**config.mk**
```make
export PLATFORM = sky130hd
export DESIGN_NAME = dense_classifier_argmax_top
export DESIGN_NICKNAME = d
export VERILOG_FILES = /design/src/rtl/dense_classifier_argmax_top.sv
export SDC_FILE = /design/constraint.sdc
export NUM_CORES = 1
export LEC_CHECK = 0
export ABC_AREA = 1
export CORE_ASPECT_RATIO = 2
export CORE_MARGIN = 3
export CORE_UTILIZATION = 25
export DETAILED_ROUTE_END_ITERATION = 16
export PLACE_DENSITY = 0.42
export SETUP_SLACK_MARGIN = 0.05
export SLEW_MARGIN = 10
export SYNTH_ARGS = -nofsm -noshare
export SYNTH_HDL_FRONTEND = slang
export SYNTH_SLANG_ARGS = --single-unit
```
**constraint.sdc**
```tcl
create_clock -name clk -period 3.7 [get_ports clk]
set_input_delay 0.74 -clock clk [delete_from_list [all_inputs] [get_ports clk]]
set_output_delay 0.74 -clock clk [all_outputs]
set_load 0.005 [all_outputs]
```
**src/rtl/dense_classifier_argmax_top.sv**
```systemverilog
// Dense classifier: per-class bias + MAC over pooled activations,
// followed by a running argmax across all classes.
module dense_classifier_argmax_top #(
  parameter int IN_LEN      = 512,
  parameter int NUM_CLASSES = 9,
  parameter int ACC_W       = 24
) (
  input  logic                    clk,
  input  logic                    resetn,
  input  logic                    start,
  output logic                    pool_start,
  input  logic                    pool_done,
  output logic [31:0]             pool_read_addr,
  input  logic [3:0]              pool_read_data,
  output logic [15:0]             w_addr,
  input  logic [7:0]              w_data,
  output logic [3:0]              bias_addr,
  input  logic [15:0]             bias_data,
  output logic                    busy,
  output logic                    done,
  output logic [3:0]              class_id,
  output logic signed [ACC_W-1:0] class_score
);

  localparam int CNT_W = $clog2(IN_LEN + 1);
  localparam logic [CNT_W-1:0] LAST_IDX = CNT_W'(IN_LEN);
  localparam logic [3:0] LAST_CLS = 4'(NUM_CLASSES - 1);
  localparam logic [15:0] LEN16 = 16'(IN_LEN);
  localparam logic signed [ACC_W-1:0] MIN_SCORE =
    {1'b1, {(ACC_W-1){1'b0}}};

  typedef enum logic [2:0] {
    IDLE, POOL_START, WAIT_POOL, BIAS, MAC, CMP, DONE_ST
  } state_t;

  state_t state_q, state_d;

  logic [3:0]              cls_q, cls_d;
  logic [CNT_W-1:0]        idx_q, idx_d;
  logic signed [ACC_W-1:0] acc_q, acc_d;
  logic signed [ACC_W-1:0] best_q, best_d;
  logic [3:0]              best_id_q, best_id_d;
  logic [31:0]             rd_addr_q, rd_addr_d;
  logic [15:0]             w_addr_q, w_addr_d;
  logic [3:0]              b_addr_q, b_addr_d;
  logic                    done_q, done_d;
  logic [3:0]              cid_q, cid_d;
  logic signed [ACC_W-1:0] cscore_q, cscore_d;

  logic [CNT_W-1:0]  nxt_idx;
  logic signed [12:0] prod;

  assign nxt_idx = idx_q + CNT_W'(1);
  assign prod = 13'($signed(w_data)) *
                13'($signed({1'b0, pool_read_data}));

  always_ff @(posedge clk or negedge resetn) begin
    if (!resetn) state_q <= IDLE;
    else         state_q <= state_d;
  end

  always_comb begin
    state_d = state_q;
    unique case (state_q)
      IDLE:       if (start) state_d = POOL_START;
      POOL_START: state_d = WAIT_POOL;
      WAIT_POOL:  if (pool_done) state_d = BIAS;
      BIAS:       state_d = MAC;
      MAC:        if (idx_q == LAST_IDX) state_d = CMP;
      CMP:        state_d = (cls_q == LAST_CLS) ? DONE_ST : BIAS;
      DONE_ST:    state_d = IDLE;
      default:    state_d = IDLE;
    endcase
  end

  always_comb begin
    pool_start = (state_q == POOL_START);
    busy       = (state_q != IDLE);
  end

  always_comb begin
    cls_d     = cls_q;
    idx_d     = idx_q;
    acc_d     = acc_q;
    best_d    = best_q;
    best_id_d = best_id_q;
    rd_addr_d = rd_addr_q;
    w_addr_d  = w_addr_q;
    b_addr_d  = b_addr_q;
    done_d    = 1'b0;
    cid_d     = cid_q;
    cscore_d  = cscore_q;
    unique case (state_q)
      WAIT_POOL: if (pool_done) begin
        cls_d     = 4'd0;
        best_d    = MIN_SCORE;
        best_id_d = 4'd0;
        b_addr_d  = 4'd0;
      end
      BIAS: begin
        idx_d     = '0;
        rd_addr_d = 32'd0;
        w_addr_d  = 16'(cls_q) * LEN16;
      end
      MAC: begin
        // Read data lags the address by one cycle, so the
        // first MAC cycle consumes the bias instead of a product.
        if (idx_q == '0) acc_d = ACC_W'($signed(bias_data));
        else             acc_d = acc_q + ACC_W'(prod);
        if (idx_q != LAST_IDX) idx_d = nxt_idx;
        if (nxt_idx < LAST_IDX) begin
          rd_addr_d = 32'(nxt_idx);
          w_addr_d  = 16'(cls_q) * LEN16 + 16'(nxt_idx);
        end
      end
      CMP: begin
        if (acc_q > best_q) begin
          best_d    = acc_q;
          best_id_d = cls_q;
        end
        if (cls_q != LAST_CLS) begin
          cls_d    = cls_q + 4'd1;
          b_addr_d = cls_q + 4'd1;
        end
      end
      DONE_ST: begin
        done_d   = 1'b1;
        cid_d    = best_id_q;
        cscore_d = best_q;
      end
      default: ;
    endcase
  end

  always_ff @(posedge clk or negedge resetn) begin
    if (!resetn) begin
      cls_q     <= '0;
      idx_q     <= '0;
      acc_q     <= '0;
      best_q    <= '0;
      best_id_q <= '0;
      rd_addr_q <= '0;
      w_addr_q  <= '0;
      b_addr_q  <= '0;
      done_q    <= 1'b0;
      cid_q     <= '0;
      cscore_q  <= '0;
    end else begin
      cls_q     <= cls_d;
      idx_q     <= idx_d;
      acc_q     <= acc_d;
      best_q    <= best_d;
      best_id_q <= best_id_d;
      rd_addr_q <= rd_addr_d;
      w_addr_q  <= w_addr_d;
      b_addr_q  <= b_addr_d;
      done_q    <= done_d;
      cid_q     <= cid_d;
      cscore_q  <= cscore_d;
    end
  end

  assign pool_read_addr = rd_addr_q;
  assign w_addr         = w_addr_q;
  assign bias_addr      = b_addr_q;
  assign done           = done_q;
  assign class_id       = cid_q;
  assign class_score    = cscore_q;

endmodule

```
==> impl_metrics.toml, run 1 <==
[place]
hpwlAfterDp_um = 23700
place_congestion = 0.842
placed_area_um2 = 11500
portBuffers = 90

[cts]
cts_buffers = 17
clock_path_buffers = 2
postCtsHoldBufs = 0
clk_pin_slew_worst_paths_ns = 0.06
cts_htree_levels = 4
clock_latency_ns = 0.42
cts_tree = "yes"
cts-root-buf = "clkbuf_16"
cts_sinks = 113

[setup_path]
crit_type = "in -> reg"
startpoint = "pool_read_data[0]"
endpoint = "acc_q[19]"
timing.rr.start = "acc_q[5]"
crit_path_cell_trace = "buf_8 > buf_12 > nand2_8 > clkinvlp_4 > buf_12 > buf_6 > fa_1 > ha_1 > inv_2 > fa_1 > inv_2 > ha_4 > nand2_4 > nor2_4 > and2_4 > nand4_1 > nand3_1 > nand2_1 > nand3_2 > a21oi_2"
cp.arrival_ns = 4.16
setup.worst_path.start_class = "input port"
cp_slowest_cell = "fa_1"
crit_fanout = 7
regToRegSetupSlack_ns = 0.13
cp.required_ns = 4.00
end_kind = "flop"
r2r_end = "acc_q[14]"
reg2reg_depth = 16
slowest_delay_ns = 0.55

[yosys]
yosys_most_used_dff = "dfrtp_1"
synth.top_cell.area_share_pct = 30.4
yosysWarnings = 0
yosys_register_bits = 113
synth_cell_types = 47
synthArstFlopShare_pct = 100
synth.avg_cell_area_um2 = 7.72
syn_area_um2 = 9290
syn_inst = 1203
ys_seq_area_share_pct = 30.4
yosysTopAreaCell = "dfrtp_1"
synth_edf_count = 0
synth.area.top_cells = "dfrtp_1 30%, nand2_1 11%, fa_1 11%"

[floorplanning]
core_um2 = 36500
die-area_um2 = 39700
dieHeight_um = 279
start_util_pct = 25.4
fp-row-count = 99
dieWidth_um = 142
boundaryPins = 115

[routing]
routed_wl_um = 29800
drtIter0Drc = 259
drc = 0
via_per_inst = 4.42
first_pass_iters = 5
vias = 8204
antenna_left = 0
wl_per_cell_um = 16.1

[timing]
slew_violations = 0
fin_crit_sh_pct = 104
fin_hold_ws_ns = 0.366
finalClockSkew_ns = 0.0112
setup-tns-final_ns = -0.552
hold_viol = 0
slew_headroom_pct = 50.1
worst_slew_pin_slew_ns = 0.747
setup_viol = 9
layout_setup_ws_ns = -0.153
rsz0062_at_grt = "true"
min_period_ns = 3.85
max_freq_mhz = 260

[cells_and_area]
fillers = 3783
drive_gt1_share_pct = 27.7
ff_latch_area_um2 = 2830
nNetsFinal = 1550
syn2layout_area_growth_pct = 40.5
fin_area_um2 = 13100
antenna_cells = 0
final_util_pct = 35.7
multi_input_area_um2 = 6200

[power_and_ir_drop]
max-vdd-ir-drop_mv = 0.364
cellPowerDensity_nw_per_um2 = 1080
p_leak_nw = 6.39
power.total_mw = 14.1

[run_status]
violations = "negative setup slack"
status = "finished with violations"

[global_routing]
grt_pass1_wl_um = 46700
grt_overflow = 0
grt_pass1_vias = 8589
grt_antenna_before_repair = 0
grt_start_max_net_pins = 64
grt_usage_pct = 15.4

[worst_hold_path]
hp-class = "in -> async"

[run]
drv_cap = 0
==> worst min-delay path by stage <==
stage,start,slack [ns],to,depth (start not counted)
after global routing,resetn,0.42,pool_read_addr[6],1
after floorplan,resetn,0.44,acc_q[0],0
after detailed placement,w_addr[11],0.47,w_addr[11],2
final,resetn,0.37,pool_read_addr[6],1
after CTS,resetn,0.38,pool_read_addr[6],1
after global placement,best_id_q[2],0.47,class_id[2],2
==> cell usage in the layout, fill, tap and decap left out, types with 12 or more instances in the layout <==
master | synthesis | final
a21oi_1 | 45 | 23
a21oi_2 | 0 | 17
buf_12 | 2 | 12
buf_4 | 36 | 98
buf_6 | 3 | 13
clkbuf_16 | 0 | 17
clkdlybuf4s50_1 | 0 | 78
conb_1 | 1 | 24
dfrtp_1 | 113 | 113
fa_1 | 50 | 48
ha_1 | 78 | 53
ha_4 | 0 | 24
inv_1 | 216 | 181
inv_2 | 6 | 39
nand2_1 | 278 | 235
nand2_2 | 9 | 35
nand2_4 | 2 | 17
nand3_1 | 58 | 49
nand3_2 | 12 | 20
nand4_1 | 16 | 16
nor2_1 | 108 | 85
nor2_2 | 1 | 15
o21ai_0 | 71 | 61
o21ai_2 | 12 | 16
==> sequential cells by signal (all words and copies together) (netlist names) <==
name            count
best_id_q           4
class_score        24
idx_q              10
w_addr              5
best_q             24
done                1
class_id            4
bias_addr           4
acc_q              24
pool_read_addr     10
state_q             3
==> cell families (layout without fill, tap and decap cells) <==
group / Yosys count / in the layout / share of synthesized area, %
AOI/OAI and AO/OA: 158 / 158 / 9.55
buffers and inverters: 289 / 466 / 13.9
adders and majority gates: 128 / 128 / 21.3
and+or+nand+nor: 501 / 501 / 23.6
DFF: 113 / 113 / 30.4
other: 1 / 24 / 0.0404
xor gates and xnor gates: 13 / 13 / 1.23
==> area by class of cell <==
class | count | share of cell area (%)
Clock buffer | 17 | 3.26
Clock inverter | 15 | 1.42
Inverter | 223 | 6.47
Multi-Input combinational cell | 824 | 47.5
Sequential cell | 113 | 21.7
Tap cell | 454 | 4.35
Timing Repair Buffer | 211 | 15.4
==> cell usage after synthesis (10+ instances only) <==
cell	count
clkbuf_1	19
o21ai_0	71
dfrtp_1	113
inv_1	216
a21oi_1	45
nand2_1	278
ha_1	78
o22ai_1	10
o21ai_2	12
fa_1	50
nand3_1	58
nand4_1	16
nor2_1	108
buf_4	36
nand3_2	12
==> critical path, delay by kind of cell <==
kind                       cells  cell delay, ns
adders and majority gates      4            1.64
buffers and inverters          7            0.65
AOI/OAI and AO/OA              1            0.07
and+or+nand+nor                8            1.04
==> per-layer routing <==
metal / global-route usage (%) / share of wire, %
met5: 0 / 0
met4: 6.07 / 3.5
met3: 1.71 / 2.1
met2: 31.8 / 60
met1: 14.9 / 34
==> what timing repair did <==
action | 4_1_cts | 5_1_grt
pin swaps | 49 | 72
endpoints found under the hold margin | 0 | 0
buffers inserted | 22 | 13
gates resized for setup | 94 | 104
setup endpoints to repair | 19 | 18
gates cloned | 2 | 0
==> metrics by stage <==
stage,worst slack [ns],cells
final,-0.153,1857
after global routing,-0.232,1857
after CTS,-0.204,1846
after detailed placement,-1.08,1790
after global placement,-1.01,1790
after floorplan,-0.0968,1226
==> where the power goes <==
| part | internal (mW) | switching (mW) | total (mW) |
|---|---|---|---|
| Combinational | 4.73 | 5.79 | 10.5 |
| Sequential | 1.59 | 0.309 | 1.90 |
| Clock | 1.07 | 0.648 | 1.71 |
| Total | 7.39 | 6.75 | 14.1 |
No activity file was read; power rests on OpenSTA's default activity.
==> inputs of run 2 (changes only) <==
CORE_ASPECT_RATIO = default   (was 2)
SETUP_SLACK_MARGIN = 0.2   (was 0.05)
==> run 2 against run 1 <==
Effect of this change: the flow now finishes without violations; largest cell class unchanged; largest power group unchanged; sequential share of layout area up 0.41 points; count of clock-buffer cells in the layout up 5; fmax up 5.3%; highest routed layer unchanged; critical path type unchanged; via count down 3.2%; die area down 0.35%; clock skew up 0.0076 ns; flip-flop and latch count unchanged; global-route usage down 1.2 points; power down 0.95%; design area down 1.9%.
==> impl_metrics.toml, run 2 (synthesis results as in run 1) <==
[run_status]
status = "complete, no violations"

[timing]
rsz0062_at_grt = "true"
slew_headroom_pct = 40.6
worst_slew_pin_slew_ns = 0.890
layout_setup_ws_ns = 0.0409
slew_violations = 0
hold_viol = 0
fin_crit_sh_pct = 98.9
min_period_ns = 3.66
finalClockSkew_ns = 0.0188
setup-tns-final_ns = 0
max_freq_mhz = 273
setup_viol = 0

[setup_path]
end_kind = "flop"
crit_type = "in -> reg"
crit_fanout = 6
cp.arrival_ns = 3.96
cp.required_ns = 4.01
setup.worst_path.start_class = "input port"
reg2reg_depth = 16

[floorplanning]
fp-row-count = 69
dieWidth_um = 199
start_util_pct = 25.7
boundaryPins = 115
dieHeight_um = 199
core_um2 = 36100
die-area_um2 = 39500

[routing]
via_per_inst = 4.34
drtIter0Drc = 336
routed_wl_um = 27000
drc = 0
wl_per_cell_um = 14.8
vias = 7941
antenna_left = 0
first_pass_iters = 5

[cts]
cts_buffers = 17
cts_tree = "yes"
postCtsHoldBufs = 0
clk_pin_slew_worst_paths_ns = 0.05
cts-root-buf = "clkbuf_16"
clock_path_buffers = 2
clock_latency_ns = 0.43
cts_htree_levels = 4
cts_sinks = 113

[cells_and_area]
drive_gt1_share_pct = 24.5
antenna_cells = 0
multi_input_area_um2 = 6200
fillers = 3796
fin_area_um2 = 12800
syn2layout_area_growth_pct = 37.9
nNetsFinal = 1517
instances_no_fill = 1831
mostFrequentLayoutCells = "240 x nand2_1, 188 x inv_1, 113 x dfrtp_1"
ff_latch_area_um2 = 2830
final_common_cell = "nand2_1"

[power_and_ir_drop]
comb_power_share_pct = 72.9
internal_power_mw = 7.31
p_sw_share_pct = 47.8
p_leak_nw = 6.27
p_switching_mw = 6.70
pwr-share-seq_pct = 13.7
power_frac_clock_pct = 13.4
cellPowerDensity_nw_per_um2 = 1090
max-vdd-ir-drop_mv = 0.408

[global_routing]
grt_overflow = 0
grt_pass1_wl_um = 44100
grt_pass1_vias = 8068
grt_start_max_net_pins = 51
grt_usage_pct = 14.2
grt_antenna_before_repair = 0

[place]
dpl.cell_count = 1780
placed_area_um2 = 11400
portBuffers = 90
place_congestion = 0.827
hpwlAfterDp_um = 21300
dp_slack_ns = -1.09

[run]
drv_cap = 0

[worst_hold_path]
hp-class = "in -> async"
run 2: cell types whose count changed in the layout (fill, tap and decap cells not counted), sizes merged, moves of 2 or more:
cell / previous run / this run
inv: 223 / 220
buf: 124 / 96
clkdlybuf4s15: 0 / 2
clkinv: 8 / 5
bufinv: 3 / 5
run 2: per-layer routing:
layer	vias up	wire length [um]	GRT usage, %
met5	-	0	0
met2	112	12800	23.6
met1	3781	13100	19.7
met4	0	325	3.44
met3	20	775	2.03
li1	4028	-	-
run 2: final timing paths:
kind                                    from  slack (ns)          end
max                        pool_read_data[0]        0.04    acc_q[14]
max reg2reg                         acc_q[9]        0.16    acc_q[14]
max in group asynchronous             resetn        2.51    acc_q[12]
min                                   resetn        0.37  class_id[2]
min reg2reg                     best_id_q[2]        0.47  class_id[2]
min in group clk                best_id_q[2]        0.47  class_id[2]
run 2: cell type report:
class                   count  share of cell area (%)
flip-flops and latches    113                    22.1
clock inverters            10                    1.39
clock buffers              22                    3.86
repair buffers            178                    13.2
well taps                 461                    4.50
multi-input cells         824                    48.4
inverters                 223                    6.59
run 2: per-stage QoR:
stage          power (mW)  util, %  hold slack [ns]
2_1_floorplan        7.62        -            0.443
3_3_place_gp         10.4     31.6            0.461
3_5_place_dp         10.4     31.6            0.460
4_1_cts              13.4     34.6            0.386
5_1_grt              15.3     35.5            0.408
6_report             14.0     35.5            0.368
run 2: power by group through the flow:
stage	registers, mW	clock network (mW)	logic (mW)
4_1_cts	1.92	1.93	9.52
3_3_place_gp	1.93	0	8.48
5_1_grt	1.98	1.98	11.3
2_1_floorplan	1.85	0	5.77
6_report	1.92	1.88	10.2
3_5_place_dp	1.94	0	8.44
run 2: worst max-delay path: stages:
cell and delay [ns]:
buf_6 0.09, buf_8 0.12, nand2_8 0.09, clkinvlp_4 0.14
buf_12 0.15, buf_16 0.13, fa_1 0.44, ha_1 0.28
inv_1 0.04, fa_1 0.49, inv_2 0.05, ha_4 0.31
nand2_4 0.10, nor2_4 0.10, inv_2 0.07, nor3_4 0.19
o21ai_1 0.08, inv_1 0.05, nor2_1 0.05, o21bai_1 0.16
nand2_1 0.06
run 2: timing repair:
| item | 4_1_cts | 5_1_grt |
|---|---|---|
| endpoints found under the hold margin | 0 | 0 |
| setup buffers | 8 | 10 |
| cloned | 1 | 0 |
| endpoints found under the setup margin | 20 | 20 |
| pin swaps | 52 | 41 |
| gates resized for setup | 121 | 68 |
